File: src/rtl/dff_load_sequencer.sv
// Paced load source: FIFO-buffers upstream words and replays them as single-cycle ce_out/d_out loads.
// Optional macro DFF_SEED_RESET_EN makes d_out reset to SEED instead of zero.
module dff_load_sequencer #(
  parameter int              WIDTH = 4,
  parameter int              DEPTH = 4,
  parameter int              PACE  = 3,
  parameter logic [WIDTH-1:0] SEED = 4'b1001
) (
  input  logic                       clk,
  input  logic                       rst,
  input  logic                       in_valid,
  output logic                       in_ready,
  input  logic [WIDTH-1:0]           in_data,
  output logic                       ce_out,
  output logic [WIDTH-1:0]           d_out,
  output logic [$clog2(DEPTH):0]     count,
  output logic                       busy
);

  localparam int AW = $clog2(DEPTH);
  localparam int CW = AW + 1;
  localparam int PW = (PACE > 1) ? $clog2(PACE) : 1;
  localparam logic [PW-1:0] PACE_RELOAD = PW'(PACE - 1);
  localparam logic [CW-1:0] COUNT_FULL  = CW'(DEPTH);
`ifdef DFF_SEED_RESET_EN
  localparam logic [WIDTH-1:0] D_RST = SEED;
`else
  localparam logic [WIDTH-1:0] D_RST = {WIDTH{1'b0}};
`endif

  typedef enum logic [1:0] {
    IDLE  = 2'd0,
    ISSUE = 2'd1,
    HOLD  = 2'd2
  } state_e;

  logic [WIDTH-1:0] mem_q [DEPTH];
  logic [AW-1:0]    wr_ptr_q, wr_ptr_d;
  logic [AW-1:0]    rd_ptr_q, rd_ptr_d;
  logic [CW-1:0]    count_q, count_d;
  logic [PW-1:0]    pacer_q, pacer_d;
  state_e           state_q, state_d;
  logic             ce_q, ce_d;
  logic [WIDTH-1:0] d_q, d_d;
  logic             full_q, full_d;
  logic             busy_q, busy_d;
  logic             push_s, pop_s;

  // Pointer, occupancy and FSM next-state; a pop fires whenever the pacer has expired and data waits.
  always_comb begin
    push_s   = in_valid && !full_q;
    pop_s    = (pacer_q == {PW{1'b0}}) && (count_q != {CW{1'b0}});
    wr_ptr_d = push_s ? (wr_ptr_q + AW'(1'b1)) : wr_ptr_q;
    rd_ptr_d = pop_s  ? (rd_ptr_q + AW'(1'b1)) : rd_ptr_q;
    count_d  = count_q + {{(CW-1){1'b0}}, push_s} - {{(CW-1){1'b0}}, pop_s};
    state_d  = IDLE;
    pacer_d  = {PW{1'b0}};
    ce_d     = 1'b0;
    d_d      = d_q;
    case (state_q)
      IDLE: begin
        if (pop_s) begin
          state_d = ISSUE;
          pacer_d = PACE_RELOAD;
          ce_d    = 1'b1;
          d_d     = mem_q[rd_ptr_q];
        end else begin
          state_d = IDLE;
        end
      end
      ISSUE, HOLD: begin
        if (pop_s) begin
          state_d = ISSUE;
          pacer_d = PACE_RELOAD;
          ce_d    = 1'b1;
          d_d     = mem_q[rd_ptr_q];
        end else if (pacer_q != {PW{1'b0}}) begin
          state_d = HOLD;
          pacer_d = pacer_q - PW'(1'b1);
        end else begin
          state_d = IDLE;
        end
      end
      default: begin
        state_d = IDLE;
      end
    endcase
    // Full is judged on the registered count, so a same-cycle pop never admits a push into a full FIFO.
    full_d = (count_d == COUNT_FULL);
    busy_d = (count_d != {CW{1'b0}}) || (state_d != IDLE);
  end

  // Control state and registered outputs.
  always_ff @(posedge clk or posedge rst) begin
    if (rst) begin
      wr_ptr_q <= {AW{1'b0}};
      rd_ptr_q <= {AW{1'b0}};
      count_q  <= {CW{1'b0}};
      pacer_q  <= {PW{1'b0}};
      state_q  <= IDLE;
      ce_q     <= 1'b0;
      d_q      <= D_RST;
      full_q   <= 1'b0;
      busy_q   <= 1'b0;
    end else begin
      wr_ptr_q <= wr_ptr_d;
      rd_ptr_q <= rd_ptr_d;
      count_q  <= count_d;
      pacer_q  <= pacer_d;
      state_q  <= state_d;
      ce_q     <= ce_d;
      d_q      <= d_d;
      full_q   <= full_d;
      busy_q   <= busy_d;
    end
  end

  // FIFO storage; contents need no reset since occupancy gates every read.
  always_ff @(posedge clk) begin
    if (push_s) begin
      mem_q[wr_ptr_q] <= in_data;
    end
  end

  assign in_ready = ~full_q;
  assign ce_out   = ce_q;
  assign d_out    = d_q;
  assign count    = count_q;
  assign busy     = busy_q;

endmodule

File: config.mk
export PLATFORM = sky130hd
export DESIGN_NAME = dff_load_sequencer
export DESIGN_NICKNAME = d
export VERILOG_FILES = /design/src/rtl/dff_load_sequencer.sv
export SDC_FILE = /design/constraint.sdc
export NUM_CORES = 1
export LEC_CHECK = 0
export BUFFER_PORTS_ARGS = -buffer_cell sky130_fd_sc_hd__buf_2
export CORE_AREA = 5 5 57 59
export CTS_CLUSTER_DIAMETER = 50
export CTS_CLUSTER_SIZE = 16
export DETAILED_ROUTE_END_ITERATION = 12
export DIE_AREA = 0 0 62 64
export GPL_TIMING_DRIVEN = 0
export PLACE_DENSITY = 0.71
export SYNTH_ARGS = -nofsm -noshare
export SYNTH_HDL_FRONTEND = slang
export SYNTH_SLANG_ARGS = --single-unit
File: constraint.sdc
create_clock -name clk -period 2.9 [get_ports clk]
set_input_delay 0.725 -clock clk [delete_from_list [all_inputs] [get_ports clk]]
set_output_delay 0.725 -clock clk [all_outputs]
set_load 0.03 [all_outputs]
==> flow_summary.rst <==
.. list-table::
   :header-rows: 1

   * - Metric
     - Value
   * - Buffers inserted by post-CTS timing repair
     - 0
   * - Vias in the first global route
     - 773
   * - IO Port Bufs
     - 16
   * - Die width
     - 62 microns
   * - Routed length on met1
     - 906 microns
   * - XOR/XNOR Fraction of Synth Area
     - 3.08%
   * - Floorplan die area
     - 3970 sq um
   * - Detailed-routed wire length on met3
     - 121 microns
   * - Number of nets in the final layout
     - 131
   * - Final non-filler cell total
     - 147
   * - Post-synthesis adder-cell area fraction
     - 8.46%
   * - Pin count of the biggest net entering global routing
     - 19
   * - Post-cts resize count
     - 0
   * - Clock Path Buffers
     - 2
   * - Area used by multi-input combinational logic
     - 440 sq um
   * - Placeable core region
     - 2660 sq um
   * - Power density cells
     - 1160 nW/um^2
   * - Wire length of the first global-routing pass
     - 3700 microns
   * - Clock latency reported for the late side of the worst-skew pair
     - 330 ps
   * - Number of slew-limit violations in the final report
     - 0
   * - Fillers
     - 203
   * - Final routed wire length divided by cell count
     - 14.6 microns
   * - Cell variety after synth
     - 25
   * - Number of H-tree levels
     - 2
   * - Synth Net Count
     - 108
   * - Post-route clock skew
     - 7.38 ps
   * - Final Util
     - 59.7%
   * - Rel. slew slack
     - 55.3%
   * - Iteration-0 DRC count of the detailed router
     - 28
   * - # diodes
     - 0
   * - Basic-gate share of the synthesized area counting and, or, nand and nor cells
     - 8.72%
   * - Overflow after GRT
     - 0
   * - Worst setup EP type
     - flip-flop
   * - Die Ht
     - 64 microns
   * - Share of the synthesized area in compound gates (AO/OA/AOI/OAI)
     - 1.23%
   * - Final hold violation count
     - 0
   * - Total standard cell area after synthesis
     - 1420 sq um
   * - Root buffer cell
     - sky130_fd_sc_hd__clkbuf_4
   * - ANT nets after route
     - 0
   * - Worst setup slack for register-to-register paths
     - 200 ps
   * - Synth Instances
     - 92
   * - Slew @ Worst Pin
     - 670 ps
   * - FFs w/ async S/R, synth
     - 52.9%
   * - Post-route cell area
     - 1590 sq um
   * - Met2 wire length
     - 1070 microns
   * - Number of placed I/O pins
     - 17
   * - Top layer in use
     - met4
   * - Total iterations of the first detailed-routing run
     - 4
   * - Clock sink count
     - 34
   * - Placed wire-length estimate
     - 1600 microns
   * - Required time reported for the critical path endpoint
     - 3100 ps
   * - Synthesis-stage register bit count
     - 34
   * - Share of synthesized area spent on multiplexers
     - 9.52%
   * - Number of antenna violations at the first check in global routing
     - 0
   * - Reported max-cap violation count
     - 0
   * - Number of DRC violations after detailed routing
     - 0
   * - RSZ-0062 raised after global routing
     - false
   * - Destination of the worst register-to-register timing path
     - busy$_DFF_PP0_
   * - Fmax achieved
     - 0.364 GHz
   * - Leakage power
     - 0.673 nW
   * - Post-synthesis sequential area ratio
     - 65.6%
   * - Aggregate routed wire length
     - 2150 microns
   * - Final estimated routing congestion in global placement
     - 0.721
   * - WS Path Type
     - in2reg
   * - Number of enable-type register cells in the synthesized netlist
     - 16
   * - Vias per cell
     - 5.21
   * - Result of the run
     - finished, final reports clean
   * - Kind of path behind the tightest hold check
     - in2async
   * - Initial cell density of the core
     - 53.3%
   * - Total of warnings raised by yosys
     - 0
   * - Number of buffers added to fix hold violations after cts
     - 0
   * - Worst R2R Path Depth
     - 9
   * - Flip-flop and latch area
     - 931 sq um
   * - GRT Total Usage
     - 13.4%
   * - Clock transition at the registers of the reported paths
     - 100 ps
   * - Area added between synthesis and finish
     - 11.9%
   * - Ratio of cells with drive above 1 in the final layout
     - 27.6%
   * - Number of clock buffers inserted by TritonCTS
     - 5
   * - Arrival time reported for the critical path endpoint
     - 2950 ps
   * - Highest net fanout along the worst path
     - 8
   * - Post-route setup TNS
     - 0 ps
   * - Worst IR drop on VDD
     - 911 uV
   * - Final setup violation count
     - 0
   * - Number of placed cells counting well taps
     - 139
   * - Overall via count from detail_route
     - 766
   * - Combinational family with the most area after synthesis
     - multiplexers
   * - Area after DPL
     - 1540 sq um
   * - RR Startpoint
     - count[2]$_DFF_PP0_
   * - Cell row count
     - 19
   * - Worst Hold Slack
     - 472 ps
   * - Crit share post-route
     - 94.7%
   * - Kind of launch point of the worst setup path
     - input port
   * - Clock tree from TritonCTS
     - done
   * - Minimum clock period after layout
     - 2750 ps
   * - Most used flip-flop cell after synthesis
     - sky130_fd_sc_hd__dfrtp_1
   * - Mean post-synth cell area
     - 15.4 sq um
[worst max path at each step]
| stage | startpoint | endpoint | slack [ps] | cells past startpoint |
|---|---|---|---|---|
| detailed placement | in_valid | busy$_DFF_PP0_ | -210 | 11 |
| CTS | in_valid | busy$_DFF_PP0_ | 140 | 11 |
| floorplan | in_valid | busy$_DFF_PP0_ | 30 | 10 |
| global route | count[1]$_DFF_PP0_ | busy$_DFF_PP0_ | 40 | 9 |
| global placement | in_valid | busy$_DFF_PP0_ | -160 | 11 |
| finish | in_valid | busy$_DFF_PP0_ | 150 | 11 |
[sequential cells by signal (all words and copies together), names as in the netlist]
signal,cells
wr_ptr_q,2
pacer_q,2
ce_out,1
mem_q,16
d_out,4
rd_ptr_q,2
full_q,1
state_q,2
busy,1
count,3
[cells in the final DEF (no fill, tap or decap)]
master and n:
sky130_fd_sc_hd__nor3_1 2, sky130_fd_sc_hd__nand2_1 1, sky130_fd_sc_hd__nor4bb_1 1, sky130_fd_sc_hd__o21ai_0 1, sky130_fd_sc_hd__clkinv_2 1, sky130_fd_sc_hd__mux4_2 4, sky130_fd_sc_hd__o211ai_1 1, sky130_fd_sc_hd__clkinv_1 1
sky130_fd_sc_hd__a21oi_1 1, sky130_fd_sc_hd__nor2b_1 2, sky130_fd_sc_hd__inv_1 11, sky130_fd_sc_hd__or3_2 1, sky130_fd_sc_hd__clkbuf_4 5, sky130_fd_sc_hd__nor2_1 3, sky130_fd_sc_hd__mux2_2 4, sky130_fd_sc_hd__clkbuf_1 3
sky130_fd_sc_hd__xnor2_1 3, sky130_fd_sc_hd__nand3_1 2, sky130_fd_sc_hd__and2_2 1, sky130_fd_sc_hd__edfxtp_1 16, sky130_fd_sc_hd__and2_1 4, sky130_fd_sc_hd__fa_1 1, sky130_fd_sc_hd__or4b_1 1, sky130_fd_sc_hd__dfrtp_1 18
sky130_fd_sc_hd__ha_1 8, sky130_fd_sc_hd__buf_2 16, sky130_fd_sc_hd__xor2_1 2, sky130_fd_sc_hd__nand3b_1 1, sky130_fd_sc_hd__nor4b_1 1
[report_power, final]
| part | internal [W] | switching (W) | total, W |
|---|---|---|---|
| registers | 0.000681 | 0.0000947 | 0.000776 |
| logic | 0.000360 | 0.000474 | 0.000834 |
| clock network | 0.0000909 | 0.000146 | 0.000237 |
| total | 0.00113 | 0.000715 | 0.00185 |
[worst max-delay path, stage by stage]
cell	delay, ps
sky130_fd_sc_hd__buf_2	70
sky130_fd_sc_hd__nor2b_1	100
sky130_fd_sc_hd__clkbuf_1	270
sky130_fd_sc_hd__inv_1	80
sky130_fd_sc_hd__ha_1	280
sky130_fd_sc_hd__inv_1	40
sky130_fd_sc_hd__ha_1	180
sky130_fd_sc_hd__fa_1	370
sky130_fd_sc_hd__xor2_1	170
sky130_fd_sc_hd__xnor2_1	160
sky130_fd_sc_hd__or4b_1	510
[kinds of logic (layout without fill, tap and decap cells)]
group           count (synthesis)  after routing
flops                          34             34
buf+inv                        13             37
simple gates                   20             20
compound gates                  3              3
mux                             8              8
xor+xnor                        5              5
fa+ha+maj                       9              9
[cells in the mapped netlist, drive strengths merged (2+ instances only)]
cell	instances	area (sq um)
nand3	2	10.0
edfxtp	16	480
xor2	2	17.5
xnor2	3	26.3
and2	5	32.5
mux2	4	45.0
nor2b	2	12.5
clkbuf	2	7.51
mux4	4	90.1
inv	11	41.3
dfrtp	18	450
ha	8	100
nor2	3	11.3
nor3	2	10.0
[routing by layer]
layer	global-route usage [%]	vias to the layer above
met1	15.8	378
met2	20.5	15
met4	6.37	0
li1	-	367
met5	0	-
met3	6.04	6
[stage by stage]
stage	worst slack, ps	total power (W)
floorplan	27.8	0.00142
global placement	-160	0.00160
detailed placement	-206	0.00164
CTS	140	0.00188
global route	41.1	0.00201
finish	153	0.00185
[final cells by class]
type / count / area share (%)
inverters: 11 / 2.60
well taps: 31 / 2.44
clock inverters: 2 / 0.551
flip-flops and latches: 34 / 58.6
plain buffers: 2 / 0.472
multi-input cells: 45 / 27.7
repair buffers: 16 / 5.04
clock buffers: 6 / 2.60
Note: power is estimated with default switching activity, not from simulation.
